**src/rtl/trace_recorder.sv**
```systemverilog
// Commit-trace capture unit: records one entry per committed instruction into a
// first-word-fall-through FIFO and detects the end-of-program halt instruction.
module trace_recorder #(
  parameter int                DATA_W      = 32,
  parameter int                DEPTH       = 16,
  parameter int                MIN_COMMITS = 20,
  parameter logic [DATA_W-1:0] HALT_INST   = {DATA_W{1'b0}},
  parameter int                CNT_W       = 16
) (
  input  logic                       clk,
  input  logic                       reset,
  input  logic                       start,
  input  logic                       clear,
  input  logic                       mode,
  input  logic                       commit_valid,
  input  logic [DATA_W-1:0]          commit_pc,
  input  logic [DATA_W-1:0]          commit_inst,
  input  logic                       rf_we,
  input  logic [4:0]                 rf_waddr,
  input  logic [DATA_W-1:0]          rf_wdata,
  output logic                       out_valid,
  input  logic                       out_ready,
  output logic [DATA_W-1:0]          out_pc,
  output logic [DATA_W-1:0]          out_inst,
  output logic [DATA_W-1:0]          out_wdata,
  output logic                       out_we,
  output logic [4:0]                 out_waddr,
  output logic [$clog2(DEPTH+1)-1:0] level,
  output logic                       running,
  output logic                       halted,
  output logic [CNT_W-1:0]           commits,
  output logic [CNT_W-1:0]           dropped
);

  localparam int AW = $clog2(DEPTH);
  localparam int LW = $clog2(DEPTH + 1);
  localparam logic [LW-1:0]    FULL_LVL = LW'(DEPTH);
  localparam logic [CNT_W-1:0] MIN_C    = CNT_W'(MIN_COMMITS);

  typedef enum logic [1:0] {
    S_IDLE = 2'd0,
    S_RUN  = 2'd1,
    S_HALT = 2'd2
  } state_t;

  typedef struct packed {
    logic [DATA_W-1:0] pc;
    logic [DATA_W-1:0] inst;
    logic              we;
    logic [4:0]        waddr;
    logic [DATA_W-1:0] wdata;
  } entry_t;

  function automatic logic [CNT_W-1:0] sat_inc(input logic [CNT_W-1:0] v);
    return (v == {CNT_W{1'b1}}) ? v : v + {{(CNT_W-1){1'b0}}, 1'b1};
  endfunction

  state_t            state_q, state_d;
  logic [AW-1:0]     wr_ptr_q, wr_ptr_d, rd_ptr_q, rd_ptr_d;
  logic [LW-1:0]     level_q, level_d;
  logic [CNT_W-1:0]  commits_q, commits_d, dropped_q, dropped_d;
  entry_t            mem_q [DEPTH];
  entry_t            mem_d [DEPTH];

  entry_t new_entry_s, head_s;
  logic   pop_s, full_s, capture_s, halt_match_s, push_s;

  assign new_entry_s  = '{pc: commit_pc, inst: commit_inst, we: rf_we,
                          waddr: rf_waddr, wdata: rf_wdata};
  assign head_s       = mem_q[rd_ptr_q];
  assign full_s       = (level_q == FULL_LVL);
  assign pop_s        = (level_q != {LW{1'b0}}) && out_ready;
  assign capture_s    = (state_q == S_RUN) && commit_valid;
  assign halt_match_s = capture_s && (commits_q >= MIN_C) && (commit_inst == HALT_INST);
  assign push_s       = capture_s && !halt_match_s;

  // Next-state for run control, counters and FIFO bookkeeping.
  always_comb begin
    state_d   = state_q;
    wr_ptr_d  = wr_ptr_q;
    rd_ptr_d  = rd_ptr_q;
    level_d   = level_q;
    commits_d = commits_q;
    dropped_d = dropped_q;
    mem_d     = mem_q;
    if (clear) begin
      state_d   = S_IDLE;
      wr_ptr_d  = {AW{1'b0}};
      rd_ptr_d  = {AW{1'b0}};
      level_d   = {LW{1'b0}};
      commits_d = {CNT_W{1'b0}};
      dropped_d = {CNT_W{1'b0}};
    end else begin
      case (state_q)
        S_IDLE, S_HALT: begin
          if (start) begin
            state_d   = S_RUN;
            commits_d = {CNT_W{1'b0}};
          end else begin
            state_d = state_q;
          end
        end
        S_RUN: begin
          if (halt_match_s) begin
            state_d = S_HALT;
          end else if (push_s) begin
            commits_d = sat_inc(commits_q);
          end else begin
            state_d = S_RUN;
          end
        end
        default: state_d = S_IDLE;
      endcase

      // A pop frees the slot the same cycle, so push-with-pop never overflows.
      if (push_s && (!full_s || pop_s)) begin
        mem_d[wr_ptr_q] = new_entry_s;
        wr_ptr_d        = wr_ptr_q + {{(AW-1){1'b0}}, 1'b1};
        if (pop_s) begin
          rd_ptr_d = rd_ptr_q + {{(AW-1){1'b0}}, 1'b1};
        end else begin
          level_d = level_q + {{(LW-1){1'b0}}, 1'b1};
        end
      end else if (push_s) begin
        dropped_d = sat_inc(dropped_q);
        if (mode) begin
          mem_d[wr_ptr_q] = new_entry_s;
          wr_ptr_d        = wr_ptr_q + {{(AW-1){1'b0}}, 1'b1};
          rd_ptr_d        = rd_ptr_q + {{(AW-1){1'b0}}, 1'b1};
        end else begin
          mem_d = mem_q;
        end
      end else if (pop_s) begin
        rd_ptr_d = rd_ptr_q + {{(AW-1){1'b0}}, 1'b1};
        level_d  = level_q - {{(LW-1){1'b0}}, 1'b1};
      end else begin
        level_d = level_q;
      end
    end
  end

  // State, pointer, counter and storage registers; storage is reset-cleared.
  always_ff @(posedge clk or negedge reset) begin
    if (!reset) begin
      state_q   <= S_IDLE;
      wr_ptr_q  <= {AW{1'b0}};
      rd_ptr_q  <= {AW{1'b0}};
      level_q   <= {LW{1'b0}};
      commits_q <= {CNT_W{1'b0}};
      dropped_q <= {CNT_W{1'b0}};
      for (int i = 0; i < DEPTH; i++) begin
        mem_q[i] <= '0;
      end
    end else begin
      state_q   <= state_d;
      wr_ptr_q  <= wr_ptr_d;
      rd_ptr_q  <= rd_ptr_d;
      level_q   <= level_d;
      commits_q <= commits_d;
      dropped_q <= dropped_d;
      mem_q     <= mem_d;
    end
  end

  assign out_valid = (level_q != {LW{1'b0}});
  assign out_pc    = head_s.pc;
  assign out_inst  = head_s.inst;
  assign out_we    = head_s.we;
  assign out_waddr = head_s.waddr;
  assign out_wdata = head_s.wdata;
  assign level     = level_q;
  assign running   = (state_q == S_RUN);
  assign halted    = (state_q == S_HALT);
  assign commits   = commits_q;
  assign dropped   = dropped_q;

endmodule

```
**config.mk**
```make
export PLATFORM = sky130hd
export DESIGN_NAME = trace_recorder
export DESIGN_NICKNAME = d
export VERILOG_FILES = /design/src/rtl/trace_recorder.sv
export SDC_FILE = /design/constraint.sdc
export NUM_CORES = 2
export LEC_CHECK = 0
export BUFFER_PORTS_ARGS = -buffer_cell sky130_fd_sc_hd__clkbuf_2
export CAP_MARGIN = 25
export CORE_AREA = 2 2 470 472
export DETAILED_ROUTE_END_ITERATION = 12
export DIE_AREA = 0 0 472 474
export GPL_TIMING_DRIVEN = 1
export PLACE_DENSITY = 0.49
export SYNTH_ARGS = -nofsm -noshare
export SYNTH_HDL_FRONTEND = slang
export SYNTH_SLANG_ARGS = --single-unit
```
**constraint.sdc**
```tcl
create_clock -name clk -period 3.5 [get_ports clk]
set_input_delay 0.35 -clock clk [delete_from_list [all_inputs] [get_ports clk]]
set_output_delay 0.35 -clock clk [all_outputs]
set_load 0.05 [all_outputs]
```
======== Word-level counts from Yosys, hierarchy flattened ========
Index checks and enable logic that the tools add are counted.
storage, ports and cells
  flip-flop bits (word level) ............. 1679
  bits of input ports ..................... 109
  logic and storage cells ................. 179
operators by class
  add/sub/neg operators ................... 6
  $lt $le $gt $ge ......................... 4
  equality and inequality tests ........... 15
  muxes and demuxes ....................... 38
  bitwise operators ....................... 3
  reductions and logical operators ........ 27
operators by type and width
  operator                 count
  $mux W1632               3
  $bwmux W1632             1
  $bmux W102 S4            1
  $demux W102 S4           1
  $mux W102                3
  $mux W16                 9
  $mux W4                  9
  $add A16 B1 Y16 const B  2
  $eq A16 B16 Y1 const B   2
  $logic_not A32 Y1        1
  $pmux W16 S2             1
  $mux W5                  5
  $ge A16 B5 Y1 const B    1
  $ne A3 B3 Y1 const B     4
  $reduce_bool A3 Y1       4
  $ge A5 B5 Y1 const B     2
  $not A4 Y5               2
  $reduce_and A3 Y1        3
  $add A4 B1 Y4 const B    2
  $mux W2                  4
  $logic_and A1 B1 Y1      7
  $ne A3 B2 Y1 const B     2
  $reduce_bool A2 Y1       3
  $add A5 B1 Y5 const B    1
  17 further kinds         20

======== Depth between registers and ports, before layout ========
  depth in word-level cells ............... 10
  gate-level depth with buffers ........... 13
  mapped depth without buffers ............ 11

======== Least setup slack after synthesis ========
OpenSTA, ideal clock, no wires.
  kind .................................... flip-flop to flip-flop
  start ................................... reg state_q[1]
  end ..................................... reg level_q[4] (netlist: level[4])
  arrival time ............................ 3393 ps
  setup slack ............................. -29 ps
  cell stages (with the launch flop) ...... 14
  clock period less this slack ............ 3529 ps
  cells stage by stage .................... dfrtp_1 -> nor2b_1 -> nand2_1 -> a31oi_1 -> buf_4 -> clkbuf_1 -> nand2_1 -> fa_1 -> a21o_1 -> a21oi_1 -> nand2b_1 -> a21oi_1 -> a31oi_1 -> a21oi_1
between the ends
  longest elaborated chain between the ends .. 9
  elaborated cells between the ends (all ways) .. 13
  classes of those cells .................. eq/ne (3); mux (2); reduce/logical (8)
RTL lines
  element                                                        RTL line  RTL
  start: declaration                                             58        state_t state_q, state_d;
  start signal: assignment                                       155       state_q <= state_d;
  $eq A2 B1 Y1 (*)                                               -
  named net running                                              29        output logic running,
  $logic_and A1 B1 Y1 (*)                                        73        assign capture_s = (state_q == S_RUN) && commit_valid;
  $logic_and A1 B1 Y1 (2 in series)                              74        assign halt_match_s = capture_s && (commits_q >= MIN_C) && (commit_inst == HALT_INST);
  $logic_not A1 Y1                                               75        assign push_s = capture_s && !halt_match_s;
  $logic_and A1 B1 Y1 (*)                                        75
  $logic_and A1 B1 Y1                                            116       if (push_s && (!full_s || pop_s)) begin
  $ne A3 B2 Y1 (no source line), or another cell as far along    -
  $reduce_and A3 Y1 (no source line) or $mux W5 (tied branches)  -
  end signal: assignment                                         148       level_q <= {LW{1'b0}};
  end signal: assignment                                         158       level_q <= level_d;
  end: declaration                                               60        logic [LW-1:0] level_q, level_d;
Mark *: on every way through the listed nets, which the timed path passes. The rest lies on a longest branch.
A chain may end at the register's enable or synchronous reset.

======== Worst setup path in the final report ========
  start ................................... reg rd_ptr_q[0]
  end ..................................... out out_inst[26]
between the ends
  longest elaborated chain between the ends .. 4
RTL lines
  element                                        RTL line  RTL
  start: declaration                             59        logic [AW-1:0] wr_ptr_q, wr_ptr_d, rd_ptr_q, rd_ptr_d;
  start signal: assignment                       147       rd_ptr_q <= {AW{1'b0}};
  start signal: assignment                       157       rd_ptr_q <= rd_ptr_d;
  $not A4 Y5 (not written as such)               70        assign head_s = mem_q[rd_ptr_q];
  $bmux W102 S4                                  70
  $mux W102 (not written as such) (2 in series)  70
  end: declaration                               24        output logic [DATA_W-1:0] out_inst,
Every way passes these cells. The select of a mux whose other input is x is not followed.

==> impl_metrics.py <==
metrics = {
    "placement": {
        "dp.cells": 7567,
        "dp_hpwl_um": 131000,
        "place_congestion": 0.739,
        "portBuffers": 250,
    },
    "cts": {
        "htreeDepth": 4,
        "cts_tree": "done",
        "clkTransAtPathRegs_ns": 0.06,
        "numCtsBuffers": 192,
        "clock_latency_ns": 0.84,
        "numClockSinks": 1679,
        "cts_buffer_depth": 3,
        "clock-root-buffer": "clkbuf_16",
    },
    "sta": {
        "fin_crit_sh_pct": 101,
        "rsz0062_at_grt": "yes",
        "fin_ws_ns": -0.0345,
        "final_max_slew_viol_count": 0,
        "slew_headroom_pct": 39.2,
        "worst_slew_pin_slew_ns": 0.904,
        "finalHoldViolCount": 0,
        "clock_skew_ns": 0.0466,
        "fin_crit_ns": 3.53,
        "finalSetupViolCount": 12,
        "max_freq_mhz": 283,
    },
    "floorplanning": {
        "start_util_pct": 34.8,
        "io-pin-count": 251,
        "dieArea_mm2": 0.224,
        "core_area_mm2": 0.219,
        "die_y_um": 474,
        "fp.dieW_um": 472,
        "placementRows": 172,
    },
    "routing": {
        "vias_per_cell": 5.26,
        "first_iter_violations": 2090,
        "via_count": 42600,
        "wirelength_um": 216000,
        "final_antenna_net_count": 0,
        "dr.pass1.iters": 4,
        "wl_per_cell_um": 26.7,
        "drc": 0,
    },
    "logic_synthesis": {
        "synth_cell_types": 44,
        "synth_top_area_share_pct": 55.2,
        "yosysSeqAreaShare_pct": 55.2,
        "yosys-top-cells-area": "dfrtp_1 55%, mux2_2 19%, mux4_2 15%, mux2_1 5.6%, buf_6 1.1%",
        "synth.most_common_cell": "dfrtp_1",
        "async_flop_share_pct": 100,
        "synth_area_leader_cell": "dfrtp_1",
        "synth_edf_count": 0,
        "synthCells": 4497,
        "synthFlopType": "dfrtp_1",
        "syn_area_mm2": 0.0761,
        "synth_fp_nets": 4619,
        "postSynthAreaPerCell_um2": 16.9,
        "synth.top_cells.by_count": "1,679 x dfrtp_1, 1,256 x mux2_2, 510 x mux4_2",
        "ys_ff_latch": 1679,
        "ys_warn_count": 0,
    },
    "worst_hold_path": {
        "worstHoldStart": "commit_inst[8]",
        "hold_class": "primary input to flip-flop",
        "hold_end": "mem_q[1474]$_DFFE_PN0P_",
        "hold-path-cell-count": 3,
    },
    "critical_path": {
        "cp_cell_sequence": "buf_12 > buf_16 > buf_12 > buf_16 > mux4_2 > mux4_2 > buf_8",
        "critical_path.startpoint_type": "flip-flop",
        "cp.buffers_inverters": 5,
        "worst_path_max_delay_cell": "mux4_2",
        "path_delay_family": "multiplexers",
        "cp_max_fo": 7,
        "crit_arrival_ns": 3.18,
        "r2r_start": "commits[13]$_DFFE_PN0P_",
        "r2r_setup_slack_ns": 0.18,
        "rr_endpoint": "mem_q[1341]$_DFFE_PN0P_",
        "criticalPathCategory": "flip-flop to output port",
        "required_ns": 3.15,
        "end_kind": "output port",
        "cp.depth": 7,
        "max_stage_delay_ns": 0.58,
        "reg2reg_depth": 9,
    },
    "power_and_ir_drop": {
        "netSwitchingFraction_pct": 30.7,
        "seqPwrFrac_pct": 35.6,
        "p_comb_share_pct": 29.5,
        "p_clk_share_pct": 34.9,
        "peakVddDrop_uv": 698,
        "p_int_mw": 40.0,
        "power.leakage_nw": 44.8,
        "power_density_mw_per_mm2": 616,
        "p_sw_mw": 17.7,
    },
    "global_route": {
        "grtUsageMet1_pct": 26.8,
        "grt_pass1_wl_um": 323000,
        "grtUsageMet2_pct": 31.8,
        "antenna_found_initial": 19,
        "busiest_layer": "met2",
        "grt.overflow.total": 0,
        "grt_pass1_vias": 46500,
        "use_met3_pct": 3.23,
        "grt_usage_pct": 19.4,
        "grt_max_degree": 94,
    },
    "cells_and_area": {
        "filler_cell_count": 19500,
        "final_cells": 8106,
        "nets": 5196,
        "drive_gt1_share_pct": 53.3,
        "area_delta_synth_final_pct": 23.4,
        "multi_input_area_mm2": 0.0317,
        "regArea_mm2": 0.0420,
        "finalCoreUtilization_pct": 42.9,
    },
    "status": {
        "violations": "setup timing",
        "status": "finished, violations left",
    },
    "job": {
        "cap_viol_max_count": 0,
    },
}
through the flow:
stage	setup TNS, ns	worst slack (ns)	power (mW)	cell area [um^2]	hold WS, ns
after CTS	-10.77	-0.218	58.3	93600	0.000522
after global placement	-726.48	-0.634	33.7	83300	0.462
after global routing	-4.21	-0.142	60.2	93800	0.0230
final	-0.170	-0.0345	57.8	93800	0.0658
after detailed placement	-280.72	-0.331	33.7	83400	0.459
after floorplan	0	0.193	29.3	76100	0.0544
registers in the layout, indices dropped and copies added (netlist names):
| register | flops |
|---|---|
| mem_q | 1632 |
| wr_ptr_q | 4 |
| state_q | 2 |
| commits | 16 |
| dropped | 16 |
| level | 5 |
| rd_ptr_q | 4 |
timing repair:
action	4_1_cts	5_1_grt
hold buffers	93	0
cloned	33	8
setup endpoints to repair	340	96
buffers inserted	52	11
gates resized for setup	311	82
hold endpoints to repair	1266	0
pin swaps	1	1
cells by family after synthesis:
family | after synthesis | synth area share [%]
multiplexers | 2147 | 39.3
XOR/XNOR | 32 | 0.369
adder cells (fa/ha/maj) | 13 | 0.224
AND/OR/NAND/NOR | 176 | 1.40
AO/OA/AOI/OAI | 35 | 0.263
flip-flops | 1679 | 55.2
buffers and inverters | 415 | 3.17
routing by layer:
metal,vias to the layer above,wire length (um)
met5,-,134
met4,20,5340
met3,308,7690
met2,651,105000
met1,23400,98000
li1,18200,-
placed cells by master (no fill, tap or decap), types with 6 or more instances in the layout:
master,count
buf_16,46
nand2_1,22
clkbuf_2,148
nand4_1,16
inv_1,9
ha_1,12
clkbuf_1,50
dfrtp_1,1675
clkbuf_16,220
xnor2_1,15
nor2b_1,8
and4_1,6
o21ai_0,11
mux4_2,510
mux2_2,1256
buf_12,180
clkinv_2,39
dlygate4sd3_1,93
mux2_1,376
xor2_1,17
or3_1,6
buf_4,195
nor3_1,9
buf_8,64
nand2b_1,9
nor4_1,18
buf_6,9
nand3_4,6
nor2_1,38
clkbuf_8,69
bufinv_16,6
a21oi_1,15
nand3_1,17
worst register-to-register path: cells and delay by family, from the launching register on:
family / cells / cell delay, ns
flops: 1 / 0.39
compound gates: 1 / 0.27
buf+inv: 3 / 0.80
mux: 1 / 0.37
simple gates: 4 / 1.34
power by group through the flow:
stage / logic, mW / registers (mW) / clock network (mW)
after floorplan: 8.42 / 20.8 / 0
after global placement: 12.8 / 20.9 / 0
after detailed placement: 12.8 / 21.0 / 0
after CTS: 17.0 / 20.6 / 20.8
after global routing: 17.9 / 20.6 / 21.6
final: 17.1 / 20.6 / 20.2
area by class of cell:
class                      count  area share (%)
sequential                  1679            44.8
clock inverter                63           0.709
clock buffer                 290            6.06
timing repair buffer         789            10.8
multi-input combinational   2403            33.8
antenna                        2         0.00533
inverter                       9          0.0360
tap                         2871            3.83
worst max path at each step:
| stage | startpoint | to | slack (ns) |
|---|---|---|---|
| finish | rd_ptr_q[0]$_DFFE_PN0P_ | out_inst[26] | -0.03 |
| global route | rd_ptr_q[0]$_DFFE_PN0P_ | out_pc[23] | -0.14 |
| CTS | rd_ptr_q[0]$_DFFE_PN0P_ | out_pc[23] | -0.22 |
| detailed placement | commit_inst[1] | mem_q[1438]$_DFFE_PN0P_ | -0.33 |
| global placement | commit_inst[18] | level[4]$_DFFE_PN0P_ | -0.63 |
| floorplan | commits[13]$_DFFE_PN0P_ | level[4]$_DFFE_PN0P_ | 0.19 |
No activity file was read; power rests on OpenSTA's default activity.
